`src/rtl/ram_port_arbiter.sv`:
```
// Two-port arbiter for a single-port RAM: fixed priority to port 0 with a starvation
// limit that forces a port-1 grant. Each transfer runs IDLE -> ACCESS -> CAPTURE.
module ram_port_arbiter #(
  parameter int ADDR_WIDTH   = 8,
  parameter int DATA_WIDTH   = 8,
  parameter int STARVE_LIMIT = 4
) (
  input  logic                  clk,
  input  logic                  rst,
  input  logic                  req0,
  input  logic                  we0,
  input  logic [ADDR_WIDTH-1:0] addr0,
  input  logic [DATA_WIDTH-1:0] wdata0,
  output logic                  ack0,
  output logic [DATA_WIDTH-1:0] rdata0,
  input  logic                  req1,
  input  logic                  we1,
  input  logic [ADDR_WIDTH-1:0] addr1,
  input  logic [DATA_WIDTH-1:0] wdata1,
  output logic                  ack1,
  output logic [DATA_WIDTH-1:0] rdata1,
  output logic                  ram_we,
  output logic [ADDR_WIDTH-1:0] ram_addr,
  output logic [DATA_WIDTH-1:0] ram_wdata,
  input  logic [DATA_WIDTH-1:0] ram_rdata,
  output logic                  busy
);

  localparam int CW = $clog2(STARVE_LIMIT + 1);
  localparam logic [CW-1:0] LIMIT = CW'(STARVE_LIMIT);

  typedef enum logic [1:0] {IDLE, ACCESS, CAPTURE} state_t;

  state_t        state;
  logic          owner;
  logic          is_write;
  logic [CW-1:0] starve_cnt;
  logic          pick1;

  // Port 1 wins when alone or when port 0 has starved it for the full limit.
  assign pick1 = req1 && (!req0 || (starve_cnt == LIMIT));

  always_ff @(posedge clk or negedge rst) begin
    if (!rst) begin
      state      <= IDLE;
      owner      <= 1'b0;
      is_write   <= 1'b0;
      starve_cnt <= '0;
      ack0       <= 1'b0;
      ack1       <= 1'b0;
      rdata0     <= '0;
      rdata1     <= '0;
      ram_we     <= 1'b0;
      ram_addr   <= '0;
      ram_wdata  <= '0;
      busy       <= 1'b0;
    end else begin
      ack0 <= 1'b0;
      ack1 <= 1'b0;
      case (state)
        IDLE: begin
          if (req0 || req1) begin
            owner     <= pick1;
            ram_we    <= pick1 ? we1 : we0;
            is_write  <= pick1 ? we1 : we0;
            ram_addr  <= pick1 ? addr1 : addr0;
            ram_wdata <= pick1 ? wdata1 : wdata0;
            busy      <= 1'b1;
            state     <= ACCESS;
            if (pick1 || !req1)
              starve_cnt <= '0;
            else if (starve_cnt != LIMIT)
              starve_cnt <= starve_cnt + CW'(1);
          end
        end
        ACCESS: begin
          ram_we <= 1'b0;
          state  <= CAPTURE;
        end
        CAPTURE: begin
          // ram_rdata now reflects the address presented during ACCESS.
          if (!is_write) begin
            if (owner) rdata1 <= ram_rdata;
            else       rdata0 <= ram_rdata;
          end
          if (owner) ack1 <= 1'b1;
          else       ack0 <= 1'b1;
          busy  <= 1'b0;
          state <= IDLE;
        end
        default: begin
          ram_we <= 1'b0;
          busy   <= 1'b0;
          state  <= IDLE;
        end
      endcase
    end
  end

endmodule

```
`config.mk`:
```
export PLATFORM = sky130hd
export DESIGN_NAME = ram_port_arbiter
export DESIGN_NICKNAME = d
export VERILOG_FILES = /design/src/rtl/ram_port_arbiter.sv
export SDC_FILE = /design/constraint.sdc
export NUM_CORES = 1
export LEC_CHECK = 0
export ABC_AREA = 0
export CAP_MARGIN = 20
export CORE_MARGIN = 8
export CORE_UTILIZATION = 30
export DETAILED_ROUTE_END_ITERATION = 10
export PLACE_DENSITY = 0.63
export SLEW_MARGIN = 20
export SYNTH_ARGS = -nofsm -noshare
export SYNTH_HDL_FRONTEND = slang
export SYNTH_SLANG_ARGS = --single-unit
```
`constraint.sdc`:
```
create_clock -name clk -period 1.5 [get_ports clk]
set_input_delay 0.3 -clock clk [delete_from_list [all_inputs] [get_ports clk]]
set_output_delay 0.3 -clock clk [all_outputs]
set_load 0.02 [all_outputs]
```
==> reports/metrics.csv, run 1 <==
metric,value,unit
share of post-route cells with drive strength above 1,0.177,
DR vias,1724,
first-pass GRT wire length,9.29,mm
Max IR drop VDD,0.000647,V
Hold/Removal Path Class,reg -> reg,
largest family of logic cells by synthesized area,compound AO/OA/AOI/OAI gates,
fmax,692,MHz
Synth area leaders,"dfrtp_1 54%, mux2_1 9.0%, o211ai_2 6.2%",
Compound-Gate Fraction of Synth Area,0.159,
"Seq/Total Area, Yosys",0.535,
grt ovf,0,
DRC,0,
initial antenna violation count,0,
final hold vios,0,
Placer Congestion,0.774,
I/O Buffers,81,
global-route usage over all layers,0.118,
#FFs+latches synth,43,
top-area cell type share of the netlist area,0.535,
nature of the critical path startpoint,flip-flop,
critical path required time,1.69,ns
number of flops mapped to enable cells by yosys,0,
Layout Nets,318,
"count leader, synth",dfrtp_1,
status,"finished, final reports clean",
Syn Inst Count,176,
CP endpoint kind,flip-flop,
relative slew slack,0.794,
Max-Cap Viols,0,
worst-margin pin slew,0.306,ns
placed wire-length estimate,4.22,mm
Layout Skew,0.00281,ns
die area,9570,um2
Crit Path Category,reg -> reg,
net count after synthesis,224,
largest net degree at the start of global routing,44,
top cell family by delay on the critical path,flip-flops,
cell taking the most area after synthesis,dfrtp_1,
crit path max fanout,9,
P&R area growth vs syn,55.2,%
Synth async-reset ratio,1.00,
min cycle time layout,1.44,ns
Post-Synth Simple-Gate Area,0.144,
Finish-stage setup viols,0,
# IOs,82,
clk slew on worst S/H paths,0.08,ns
Synth Area in Adders,0.0125,
ys flop type,dfrtp_1,
Hold Startpoint,owner,
die width,97.8,um
final worst slack,0.0558,ns
worst setup path start,starve_cnt[1],
mapped cell area,2010,um2
Placeable Area,6640,um2
Vias per Instance,4.91,
setup tns final,0,ns
mux contribution to synthesized area,0.101,
CP max stage delay,0.39,ns
xor and xnor area share after synthesis,0,
RSZ-0062 raised after global routing,no,
ANT cells,0,
CP bufs+invs,1,
CTS root buf,clkbuf_8,
CTS tree,yes,
"top cells by count, synth","43 x dfrtp_1, 18 x nand3_1, 18 x o21ai_1",
Wirelength per Cell,16.2,um
final period utilization,0.963,
slowest CP cell,dfrtp_1,
CTS buffer count,5,
syn avg cell area,11.4,um2
YS warnings,0,
1st-pass router iterations,4,
Layout Utilization,0.469,
CP Cell Sequence,inv_1 > ha_2 > a21bo_4 > and2_4 > mux2_2,
Worst-Skew Late Latency,0.29,ns
Initial Util,0.302,
row cnt,30,
launch point of the worst reg-to-reg path,starve_cnt[1],
vias in the first global route,1881,
Pwr Density,1860,nW/um2
Antenna Nets Post-Route,0,
Total Wirelength,5.69,mm
post-place setup slack,-0.149,ns
Lkg Pwr,1.39,nW
number of DRC markers in iteration 0,64,
"Data arrival, critical path",1.63,ns
H-tree levels,2,
Longest Clk Path Bufs,2,
Synth cell types,30,
CTS sink cnt,43,
Die H,97.8,um
final slew viol count,0,
metal layers:
metal  track usage  wire, um
met1         0.145      2520
met2         0.182      2660
met3        0.0597       494
met4        0.0180        13
met5             0         0
cells in the final DEF, fill, tap and decap left out, drive strengths merged, types with 3 or more instances in the layout:
cell	instances
dfrtp	43
nor2b	3
dlygate4sd2	36
nand3	18
o211ai	17
buf	21
mux2	18
inv	5
clkbuf	5
nand4	17
o21ai	19
clkdlybuf4s50	44
per-stage QoR:
step,hold slack [ns],instances,instance area (um2),power [mW]
3_5_place_dp,0.300,341,3010,5.28
3_3_place_gp,0.293,341,3010,5.24
5_1_grt,0.494,351,3120,6.23
4_1_cts,0.475,350,3090,5.86
2_1_floorplan,0.00441,176,2030,3.71
6_report,0.476,351,3120,5.81
sequential cells by signal, summed over array words and instances (netlist names):
signal,flops
ram_wdata,8
state,2
is_write,1
owner,1
starve_cnt,3
ack1,1
ack0,1
rdata0,8
busy,1
ram_we,1
ram_addr,8
rdata1,8
path summary, 6_finish.rpt:
path | endpoint | slack [ns] | cells past startpoint
hold reg to reg | ack0 | 0.48 | 1
setup reg to reg | owner | 0.06 | 5
hold / removal | ack0 | 0.48 | 1
max in group asynchronous | ack1 | 0.78 | 3
min in group asynchronous | ram_wdata[3] | 0.50 | 3
setup / recovery | owner | 0.06 | 5
where the power goes:
| group | total [mW] | internal [mW] | leakage (nW) | switching, mW |
|---|---|---|---|---|
| combinational | 2.93 | 1.29 | 0.800 | 1.64 |
| sequential | 1.98 | 1.70 | 0.531 | 0.277 |
| clock | 0.898 | 0.496 | 0.0581 | 0.403 |
| total | 5.81 | 3.49 | 1.39 | 2.32 |
layout make-up:
| cell class | count | area (um2) |
|---|---|---|
| Timing Repair Buffer | 102 | 946 |
| Multi-Input combinational cell | 113 | 866 |
| Tap cell | 80 | 100 |
| Fill cell | 639 | 3520 |
| Inverter | 5 | 18.8 |
| Sequential cell | 43 | 1080 |
| Clock inverter | 3 | 43.8 |
| Clock buffer | 5 | 68.8 |
what timing repair did:
action | in CTS | in global routing
pin swaps | 0 | 0
endpoints found under the hold margin | 43 | 0
setup endpoints to repair | 36 | 15
buffers inserted | 0 | 0
cloned | 0 | 1
hold buffers | 1 | 0
resized for setup | 36 | 7
logic make-up after synthesis:
kind of cell / count (synthesis)
fa+ha+maj: 2
compound gates: 42
simple gates: 50
flops: 43
mux: 18
buf+inv: 21
No activity file was read; power rests on OpenSTA's default activity.
==> run 2, diff against run 1 <==
Settings changed: ABC_CLOCK_PERIOD_IN_PS from default to 1500, REMOVE_ABC_BUFFERS from default to 1.
==> run 2 against run 1 <==
Net effect:
- clock power increased by 17%
- die area is the same
- hold slack improved by 0.0045 ns
- largest cell class unchanged
- power is 6.8% higher
- sequential share of layout area decreased by 1.2 points
- largest power group unchanged
- critical path depth stayed put
- highest routed layer unchanged
- critical path type unchanged
- first-iteration DRC count rose by 55%
- clock-buffer cell count increased by 1
- cell count rose by 2.3%
- sequential power hardly changed
==> reports/metrics.csv, run 2 (synthesis gave the netlist of run 1 again) <==
metric,value,unit
Vias per Instance,4.93,
Max IR drop VDD,0.000763,V
number of DRC markers in iteration 0,99,
most frequent cells in the layout,"44 x clkdlybuf4s50_1, 43 x dfrtp_1, 36 x dlygate4sd2_1, 24 x buf_4",
CTS tree,yes,
I/O Buffers,81,
"Data arrival, critical path",1.64,ns
CTS buffer count,5,
launch point of the worst reg-to-reg path,state[0],
Internal,3.83,mW
ANT cells,0,
DR vias,1769,
hold_ws,0.481,ns
Lkg Pwr,1.45,nW
Worst-Skew Late Latency,0.29,ns
Reg2Reg Setup Slack,0.03,ns
CTS root buf,clkbuf_8,
row cnt,30,
placed wire-length estimate,4.38,mm
critical path required time,1.67,ns
final worst slack,0.0297,ns
Total Wirelength,5.91,mm
# IOs,82,
global-route usage over all layers,0.123,
largest net degree at the start of global routing,44,
Initial Util,0.302,
final period utilization,0.980,
final slew viol count,0,
Layout Nets,326,
share of post-route cells with drive strength above 1,0.208,
grt ovf,0,
Placer Congestion,0.875,
Comb pwr share,0.513,
Die H,97.8,um
Hold Startpoint,rdata1[3],
first-pass GRT wire length,9.88,mm
vias in the first global route,1954,
status,"finished, final reports clean",
die area,9570,um2
final hold vios,0,
fmax,680,MHz
worst setup path start,state[0],
die width,97.8,um
clk slew on worst S/H paths,0.08,ns
min cycle time layout,1.47,ns
Hold/Removal Path Class,reg -> reg,
Finish-stage setup viols,0,
Antenna Nets Post-Route,0,
Net Switching,2.38,mW
P&R area growth vs syn,60.8,%
Max-Cap Viols,0,
Placeable Area,6640,um2
worst-margin pin slew,0.301,ns
Pwr Density,1920,nW/um2
crit path max fanout,8,
Wirelength per Cell,16.5,um
initial antenna violation count,0,
post-place setup slack,-0.212,ns
CTS sink cnt,43,
RR Endpoint,rdata0[3],
worst reg-to-reg path cell count,5,
nature of the critical path startpoint,flip-flop,
final non-filler cell total,359,
Sequential Power Share,0.318,
Clk pwr share,0.170,
Design Power,6.20,mW
critical path endpoint,rdata0[3],
"commonest non-fill, non-tap cell in the layout",clkdlybuf4s50_1,
H-tree levels,2,
Longest Clk Path Bufs,2,
DRC,0,
Crit Path Category,reg -> reg,
placed insts,346,
Switching Fraction,0.383,
Layout Skew,0.00594,ns
CP endpoint kind,flip-flop,
1st-pass router iterations,4,
relative slew slack,0.798,
RSZ-0062 raised after global routing,yes,
## run 2: per-layer routing
layer  wire (um)  track usage  vias up  share of wire
met2        2650        0.195       71           0.45
met3         549       0.0562        6          0.093
li1            -            -      864              -
met1        2650        0.148      828           0.45
met4          57       0.0300        0         0.0097
met5           0            0        -              0
## run 2: through the flow
stage	instance area (um2)	setup TNS, ns	util
3_5_place_dp	3050	-5.89	0.460
6_report	3230	0	0.486
5_1_grt	3230	-0.146	0.486
3_3_place_gp	3050	-4.68	0.460
4_1_cts	3180	0	0.479
2_1_floorplan	1930	-13.28	-
## run 2: what timing repair did
| item | 4_1_cts | 5_1_grt |
|---|---|---|
| buffers inserted | 2 | 2 |
| endpoints found under the hold margin | 43 | 0 |
| hold buffers | 1 | 0 |
| endpoints found under the setup margin | 53 | 25 |
| pin swaps | 1 | 2 |
| resized for setup | 40 | 10 |
## run 2: final cells by class
cell class | instances | area, um2
clock inverter | 2 | 60.1
multi-input combinational | 112 | 880
fill | 629 | 3410
inverter | 5 | 18.8
tap | 80 | 100
sequential | 43 | 1080
clock buffer | 6 | 72.6
timing repair buffer | 111 | 1020
## run 2: worst max-delay path, stage by stage (launching register included)
cell and delay, ns:
dfrtp_1 0.39, buf_6 0.14, nor3b_4 0.19, nor2b_4 0.16
buf_6 0.15, mux2_1 0.33
## run 2: power by group through the flow
| stage | Clock (mW) | Sequential, mW | Combinational, mW |
|---|---|---|---|
| 6_report | 1.05 | 1.97 | 3.18 |
| 5_1_grt | 1.13 | 2.05 | 3.46 |
| 4_1_cts | 1.08 | 1.97 | 3.09 |
| 3_5_place_dp | 0 | 1.99 | 3.37 |
| 3_3_place_gp | 0 | 1.99 | 3.32 |
| 2_1_floorplan | 0 | 2.56 | 1.06 |
## run 2: worst min path at each step
stage | to | slack, ns | cells after the start
after floorplan | ack0 | 0.004 | 0
after global routing | rdata0[5] | 0.50 | 1
after global placement | ram_addr[4] | 0.30 | 2
after CTS | rdata1[3] | 0.49 | 1
final | rdata1[3] | 0.48 | 1
after detailed placement | ram_addr[4] | 0.29 | 2
